--- config.mk ---
export PLATFORM = sky130hd
export DESIGN_NAME = editor_campos_rtc_flat
export DESIGN_NICKNAME = d
export VERILOG_FILES = /design/src/rtl/editor_campos_rtc_if.sv /design/src/rtl/editor_campos_rtc.sv /design/src/flat_wrapper.sv
export SDC_FILE = /design/constraint.sdc
export NUM_CORES = 1
export LEC_CHECK = 0
export ABC_AREA = 1
export CAP_MARGIN = 25
export CORE_UTILIZATION = 50
export DETAILED_ROUTE_END_ITERATION = 10
export PLACE_DENSITY = 0.87
export SLEW_MARGIN = 20
export SYNTH_ARGS = -nofsm -noshare
export SYNTH_HDL_FRONTEND = slang
export SYNTH_SLANG_ARGS = --single-unit
export TNS_END_PERCENT = 10
--- constraint.sdc ---
create_clock -name clk -period 4.2 [get_ports clk]
set_input_delay 0.63 -clock clk [delete_from_list [all_inputs] [get_ports clk]]
set_output_delay 0.63 -clock clk [all_outputs]
set_load 0.005 [all_outputs]
--- src/rtl/editor_campos_rtc_if.sv ---
// Bundle of controls, load path, field registers and write request for the RTC value editor.
// The master drives buttons and loads; the slave (editor) drives fields and write requests.
interface editor_campos_rtc_if #(
   parameter int unsigned DW = 8
);
   logic          en;
   logic          W_R;
   logic [3:0]    addr;
   logic          U;
   logic          B;
   logic          ld;
   logic [3:0]    ld_addr;
   logic [DW-1:0] ld_data;
   logic [DW-1:0] seg;
   logic [DW-1:0] min;
   logic [DW-1:0] hora;
   logic [DW-1:0] dia;
   logic [DW-1:0] mes;
   logic [DW-1:0] anio;
   logic [DW-1:0] t_seg;
   logic [DW-1:0] t_min;
   logic [DW-1:0] t_hora;
   logic          wr_req;
   logic [3:0]    wr_addr;
   logic [DW-1:0] wr_data;

   modport master (
      output en, W_R, addr, U, B, ld, ld_addr, ld_data,
      input  seg, min, hora, dia, mes, anio, t_seg, t_min, t_hora, wr_req, wr_addr, wr_data
   );

   modport slave (
      input  en, W_R, addr, U, B, ld, ld_addr, ld_data,
      output seg, min, hora, dia, mes, anio, t_seg, t_min, t_hora, wr_req, wr_addr, wr_data
   );
endinterface

--- src/rtl/editor_campos_rtc.sv ---
// BCD field editor for RTC time/date/timer values: button-edge stepping with wrap,
// sanitised loads from the RTC read path, and a one-cycle write request per edit.
module editor_campos_rtc #(
   parameter int unsigned N_CAMPOS = 9,
   parameter int unsigned DW       = 8
) (
   input logic               clk,
   input logic               rst,
   editor_campos_rtc_if.slave bus
);

   logic [N_CAMPOS-1:0][DW-1:0] fields_q, fields_d;
   logic                        u_prev_q, b_prev_q;
   logic                        u_blk_q, u_blk_d, b_blk_q, b_blk_d;
   logic                        wr_req_q, wr_req_d;
   logic [3:0]                  wr_addr_q, wr_addr_d;
   logic [DW-1:0]               wr_data_q, wr_data_d;
   logic                        up_ev, dn_ev, edit, load;
   logic [DW-1:0]               cur, nxt;

   function automatic logic [DW-1:0] f_min(input logic [3:0] i);
      return (i == 4'd3 || i == 4'd4) ? DW'(8'h01) : DW'(8'h00);
   endfunction

   function automatic logic [DW-1:0] f_max(input logic [3:0] i);
      case (i)
         4'd0, 4'd1, 4'd6, 4'd7: return DW'(8'h59);
         4'd2, 4'd8:             return DW'(8'h23);
         4'd3:                   return DW'(8'h31);
         4'd4:                   return DW'(8'h12);
         4'd5:                   return DW'(8'h99);
         default:                return DW'(8'h00);
      endcase
   endfunction

   function automatic logic [DW-1:0] bcd_inc(input logic [DW-1:0] v, input logic [3:0] i);
      if (v == f_max(i))      return f_min(i);
      else if (v[3:0] == 4'd9) return {v[7:4] + 4'd1, 4'd0};
      else                     return v + DW'(1);
   endfunction

   function automatic logic [DW-1:0] bcd_dec(input logic [DW-1:0] v, input logic [3:0] i);
      if (v == f_min(i))      return f_max(i);
      else if (v[3:0] == 4'd0) return {v[7:4] - 4'd1, 4'd9};
      else                     return v - DW'(1);
   endfunction

   // Valid BCD digits are ordered like binary, so range checks compare directly.
   function automatic logic [DW-1:0] sanitize(input logic [DW-1:0] v, input logic [3:0] i);
      if (v[7:4] <= 4'd9 && v[3:0] <= 4'd9 && v >= f_min(i) && v <= f_max(i)) return v;
      else                                                                   return f_min(i);
   endfunction

   // Buttons already held when reset releases stay blocked until they are let go.
   assign up_ev = bus.U & ~u_prev_q & ~u_blk_q;
   assign dn_ev = bus.B & ~b_prev_q & ~b_blk_q;
   assign edit  = bus.en & ~bus.W_R & (bus.addr < 4'(N_CAMPOS)) & (up_ev ^ dn_ev);
   assign load  = bus.W_R & bus.ld & (bus.ld_addr < 4'(N_CAMPOS));
   assign u_blk_d = u_blk_q & bus.U;
   assign b_blk_d = b_blk_q & bus.B;

   always_comb begin
      fields_d  = fields_q;
      wr_req_d  = 1'b0;
      wr_addr_d = wr_addr_q;
      wr_data_d = wr_data_q;
      cur       = fields_q[bus.addr];
      nxt       = up_ev ? bcd_inc(cur, bus.addr) : bcd_dec(cur, bus.addr);
      if (edit) begin
         fields_d[bus.addr] = nxt;
         wr_req_d           = 1'b1;
         wr_addr_d          = bus.addr;
         wr_data_d          = nxt;
      end else if (load) begin
         fields_d[bus.ld_addr] = sanitize(bus.ld_data, bus.ld_addr);
      end
   end

   always_ff @(posedge clk or posedge rst) begin
      if (rst) begin
         for (int i = 0; i < int'(N_CAMPOS); i++) fields_q[i] <= f_min(4'(i));
         u_prev_q  <= 1'b0;
         b_prev_q  <= 1'b0;
         u_blk_q   <= 1'b1;
         b_blk_q   <= 1'b1;
         wr_req_q  <= 1'b0;
         wr_addr_q <= '0;
         wr_data_q <= '0;
      end else begin
         fields_q  <= fields_d;
         u_prev_q  <= bus.U;
         b_prev_q  <= bus.B;
         u_blk_q   <= u_blk_d;
         b_blk_q   <= b_blk_d;
         wr_req_q  <= wr_req_d;
         wr_addr_q <= wr_addr_d;
         wr_data_q <= wr_data_d;
      end
   end

   assign bus.seg     = fields_q[0];
   assign bus.min     = fields_q[1];
   assign bus.hora    = fields_q[2];
   assign bus.dia     = fields_q[3];
   assign bus.mes     = fields_q[4];
   assign bus.anio    = fields_q[5];
   assign bus.t_seg   = fields_q[6];
   assign bus.t_min   = fields_q[7];
   assign bus.t_hora  = fields_q[8];
   assign bus.wr_req  = wr_req_q;
   assign bus.wr_addr = wr_addr_q;
   assign bus.wr_data = wr_data_q;

endmodule
--- src/flat_wrapper.sv ---
// flat-port wrapper written by rule: the top's interface ports become plain ports
module editor_campos_rtc_flat 
#(
   parameter int unsigned N_CAMPOS = 9,
   parameter int unsigned DW       = 8
)
  (clk, rst, bus_en, bus_W_R, bus_addr, bus_U, bus_B, bus_ld, bus_ld_addr, bus_ld_data, bus_seg, bus_min, bus_hora, bus_dia, bus_mes, bus_anio, bus_t_seg, bus_t_min, bus_t_hora, bus_wr_req, bus_wr_addr, bus_wr_data);
  editor_campos_rtc_if #(.DW(DW)) bus_i ();
  input logic clk;
  input logic rst;
  input wire logic [$bits(bus_i.en)-1:0] bus_en;
  input wire logic [$bits(bus_i.W_R)-1:0] bus_W_R;
  input wire logic [$bits(bus_i.addr)-1:0] bus_addr;
  input wire logic [$bits(bus_i.U)-1:0] bus_U;
  input wire logic [$bits(bus_i.B)-1:0] bus_B;
  input wire logic [$bits(bus_i.ld)-1:0] bus_ld;
  input wire logic [$bits(bus_i.ld_addr)-1:0] bus_ld_addr;
  input wire logic [$bits(bus_i.ld_data)-1:0] bus_ld_data;
  output wire logic [$bits(bus_i.seg)-1:0] bus_seg;
  output wire logic [$bits(bus_i.min)-1:0] bus_min;
  output wire logic [$bits(bus_i.hora)-1:0] bus_hora;
  output wire logic [$bits(bus_i.dia)-1:0] bus_dia;
  output wire logic [$bits(bus_i.mes)-1:0] bus_mes;
  output wire logic [$bits(bus_i.anio)-1:0] bus_anio;
  output wire logic [$bits(bus_i.t_seg)-1:0] bus_t_seg;
  output wire logic [$bits(bus_i.t_min)-1:0] bus_t_min;
  output wire logic [$bits(bus_i.t_hora)-1:0] bus_t_hora;
  output wire logic [$bits(bus_i.wr_req)-1:0] bus_wr_req;
  output wire logic [$bits(bus_i.wr_addr)-1:0] bus_wr_addr;
  output wire logic [$bits(bus_i.wr_data)-1:0] bus_wr_data;
  assign bus_i.en = bus_en;
  assign bus_i.W_R = bus_W_R;
  assign bus_i.addr = bus_addr;
  assign bus_i.U = bus_U;
  assign bus_i.B = bus_B;
  assign bus_i.ld = bus_ld;
  assign bus_i.ld_addr = bus_ld_addr;
  assign bus_i.ld_data = bus_ld_data;
  assign bus_seg = bus_i.seg;
  assign bus_min = bus_i.min;
  assign bus_hora = bus_i.hora;
  assign bus_dia = bus_i.dia;
  assign bus_mes = bus_i.mes;
  assign bus_anio = bus_i.anio;
  assign bus_t_seg = bus_i.t_seg;
  assign bus_t_min = bus_i.t_min;
  assign bus_t_hora = bus_i.t_hora;
  assign bus_wr_req = bus_i.wr_req;
  assign bus_wr_addr = bus_i.wr_addr;
  assign bus_wr_data = bus_i.wr_data;
  editor_campos_rtc #(.N_CAMPOS(N_CAMPOS), .DW(DW)) u_core (.clk(clk), .rst(rst), .bus(bus_i));
endmodule
==> results.toml <==
[yosys]
netlist_area_um2 = 6150
seq_area_frac_synth_pct = 36.3
synth-compound-area-share_pct = 15.2
avgSynthCellArea_um2 = 6.68
synthCells = 921
synth.yosys.warnings = 0
synth_ff_type = "dfrtp_1"
synth_top_family_by_area = "simple AND/OR/NAND/NOR gates"
synth-simple-area-share_pct = 36.1
synth_most_common_cell = "nand2_1"
yosys.area.top_type = "dfrtp_1"
synth_edf_count = 0
synth_xor_area_share_pct = 0.712
synth_cell_type_count = 43
syn-num-nets = 961
synth_top_area_share_pct = 34.6
synth.area.mux_share_pct = 0
synth_adder_area_share_pct = 3.46
async_flop_share_pct = 100
synthTopCellsByArea = "dfrtp_1, nand2_1, a21oi_1"
synthTopCellsByCount = "nand2_1, nor2_1, a21oi_1"
ys_ff_latch = 89

[setup_path]
crit_type = "in -> reg"
worst_setup_path_start_kind = "input port"
path_max_fanout = 12
cp_top_family = "simple AND/OR/NAND/NOR gates"
cp_common_cell = "nand2_1"
endpoint_kind = "flip-flop"
worstPathArrival_ns = 4.05
cp_cell_sequence = "clkdlybuf4s50_1 > nor2_2 > nand2_2 > nor2_4 > nand2_1 > nand3_2 > inv_1 > ha_1 > nand4_1 > nor2_1 > nand2_1 > nand4_1 > nand2_1 > nand2_1 > o21ai_0"
worst-path-buf-inv = 2
slowest_delay_ns = 0.66
cp.required_ns = 4.45
slowest_stage = "clkdlybuf4s50_1"

[layout]
antenna_cells = 0
nets = 1086
multiInputGateArea_um2 = 3410
fill_cells = 1067
fin_util_pct = 64.6
final_layout_size_suffix_gt1_share_pct = 8.18
finalNonFillerCells = 1198
seq_area_um2 = 2230
synthToLayoutAreaGrowth_pct = 26.2

[drt]
num_vias = 7143
finalWirelength_um = 22200
first_iter_violations = 1002
avgViaCountPerCell = 5.96
drt_first_pass_iters = 6
drtAntennaViolNets = 0
routedWlPerCell_um = 18.5
drc = 0

[job]
max_cap_violations = 0

[clocking]
clk_pin_slew_ns = 0.07
cts_hold_buffers = 0
clk_latency_ns = 0.35
post_cts_resize_count = 0
cts_buffers = 9
cts.htree.levels = 3
cts_sinks = 89
cts_tree = "yes"
clk_path_buf_depth = 2
cts_root_buf = "clkbuf_16"
post_cts_buffers = 0

[pwr]
cellPowerDensity_nw_per_um2 = 452
p_leak_nw = 3.88
ir_drop_v = 0.000281

[timing]
maxSlewHeadroom_pct = 40.7
worst_pin_slew_ns = 0.889
period_share_pct = 90.5
max_freq_mhz = 263
fin_skew_ns = 0.00752
worst_slack_ns = 0.400
finalHoldViolCount = 0
rsz0062_at_grt = "false"
finalSetupTns_ns = 0
setup_viol = 0
drv_slew = 0
min_period_ns = 3.80

[grt]
antenna_found_initial = 0
grt_util_all_layers_pct = 35.9
grt_first_pass_wirelength_um = 35000
grt_max_degree = 53
grt_pass1_vias = 6642
grt-ovfl-total = 0

[die]
ios = 108
start_util_pct = 51.2
dieHeight_um = 113
coreArea_um2 = 12000
die_area_um2 = 12800
rows = 40
fp.dieW_um = 113

[placed_design]
gp_congestion = 1.01
dpl.hpwl_um = 16500
dp_cells = 1182
io_buffer_count = 107
place_ws_ns = 0.179

[outcome]
status = "finished clean"

[worst_hold_path]
min_path_type = "reg -> reg"
==> sequential cells by signal, summed over array words and instances (netlist names) <==
register            flops
u_core.bus.t_min        8
u_core.bus.wr_addr      4
u_core.bus.dia          8
u_core.b_prev_q         1
u_core.b_blk_q          1
u_core.u_prev_q         1
u_core.u_blk_q          1
u_core.bus.hora         8
u_core.bus.t_hora       8
u_core.bus.wr_data      8
u_core.bus.mes          8
u_core.bus.anio         8
u_core.bus.seg          8
u_core.bus.min          8
u_core.bus.t_seg        8
u_core.bus.wr_req       1
==> metal layers <==
metal  vias to the layer above  global-route usage, %  wire length, um
li1                       3250                      -                -
met1                      3261                   49.3             8770
met2                       533                   53.4             9520
met3                        99                   7.45             2710
met4                         0                   18.9             1180
met5                         -                      0                0
==> final timing paths <==
path	startpoint	end	slack, ns	cells after the start
hold reg to reg	u_core.b_blk_q	u_core.b_blk_q	0.45	2
setup / recovery	bus_addr[1]	u_core.bus.anio[2]	0.40	15
min in group asynchronous	rst	u_core.bus.wr_req	0.76	2
setup reg to reg	u_core.bus.t_min[5]	u_core.bus.anio[2]	1.29	15
hold / removal	u_core.b_blk_q	u_core.b_blk_q	0.45	2
max in group asynchronous	rst	u_core.u_blk_q	2.61	3
==> worst reg2reg max path, cell delays in order, from the launching register on <==
cell	delay, ns
dfrtp_1	0.41
inv_1	0.07
nor2_1	0.04
a21oi_1	0.20
nand2_1	0.08
nand2_1	0.09
nand3_2	0.08
inv_1	0.15
ha_1	0.19
nand4_1	0.09
nor2_1	0.19
nand2_1	0.30
nand4_1	0.17
nand2_1	0.35
nand2_1	0.23
o21ai_0	0.11
==> logic make-up (layout without fill, tap and decap cells) <==
family / Yosys count / in the layout
adders and majority gates: 17 / 17
buffers and inverters: 117 / 247
xor gates and xnor gates: 5 / 5
and+or+nand+nor: 523 / 523
DFF: 89 / 89
AOI/OAI and AO/OA: 170 / 170
==> cells in the final DEF, fill, tap and decap left out, drive strengths merged, types with 15 or more instances in the layout <==
master and instances:
ha 17, o21ai 43, nand2 325, buf 27
nand3 66, clkdlybuf4s50 107, inv 93, nor2 107
a21oi 97, dfrtp 85, a22oi 15
==> area by class of cell <==
cell class	instances	area share [%]
clock buffer	11	3.00
clock inverter	5	0.806
multi-input combinational	715	44.0
sequential	89	28.7
inverter	97	4.71
tap	147	2.37
timing repair buffer	134	16.4
==> where the power goes <==
part	internal, mW	total [mW]	switching [mW]
Clock	0.467	0.832	0.366
Sequential	1.07	1.28	0.208
Combinational	0.655	1.39	0.739
Total	2.19	3.51	1.31
==> stage by stage <==
stage / power (mW) / area, um2 / hold slack (ns)
finish: 3.51 / 7760 / 0.447
global route: 3.68 / 7760 / 0.474
CTS: 3.47 / 7760 / 0.449
detailed placement: 2.64 / 7470 / 0.438
global placement: 2.62 / 7470 / 0.438
floorplan: 1.90 / 6150 / 0.424
Power figures use the tool's default switching activity.
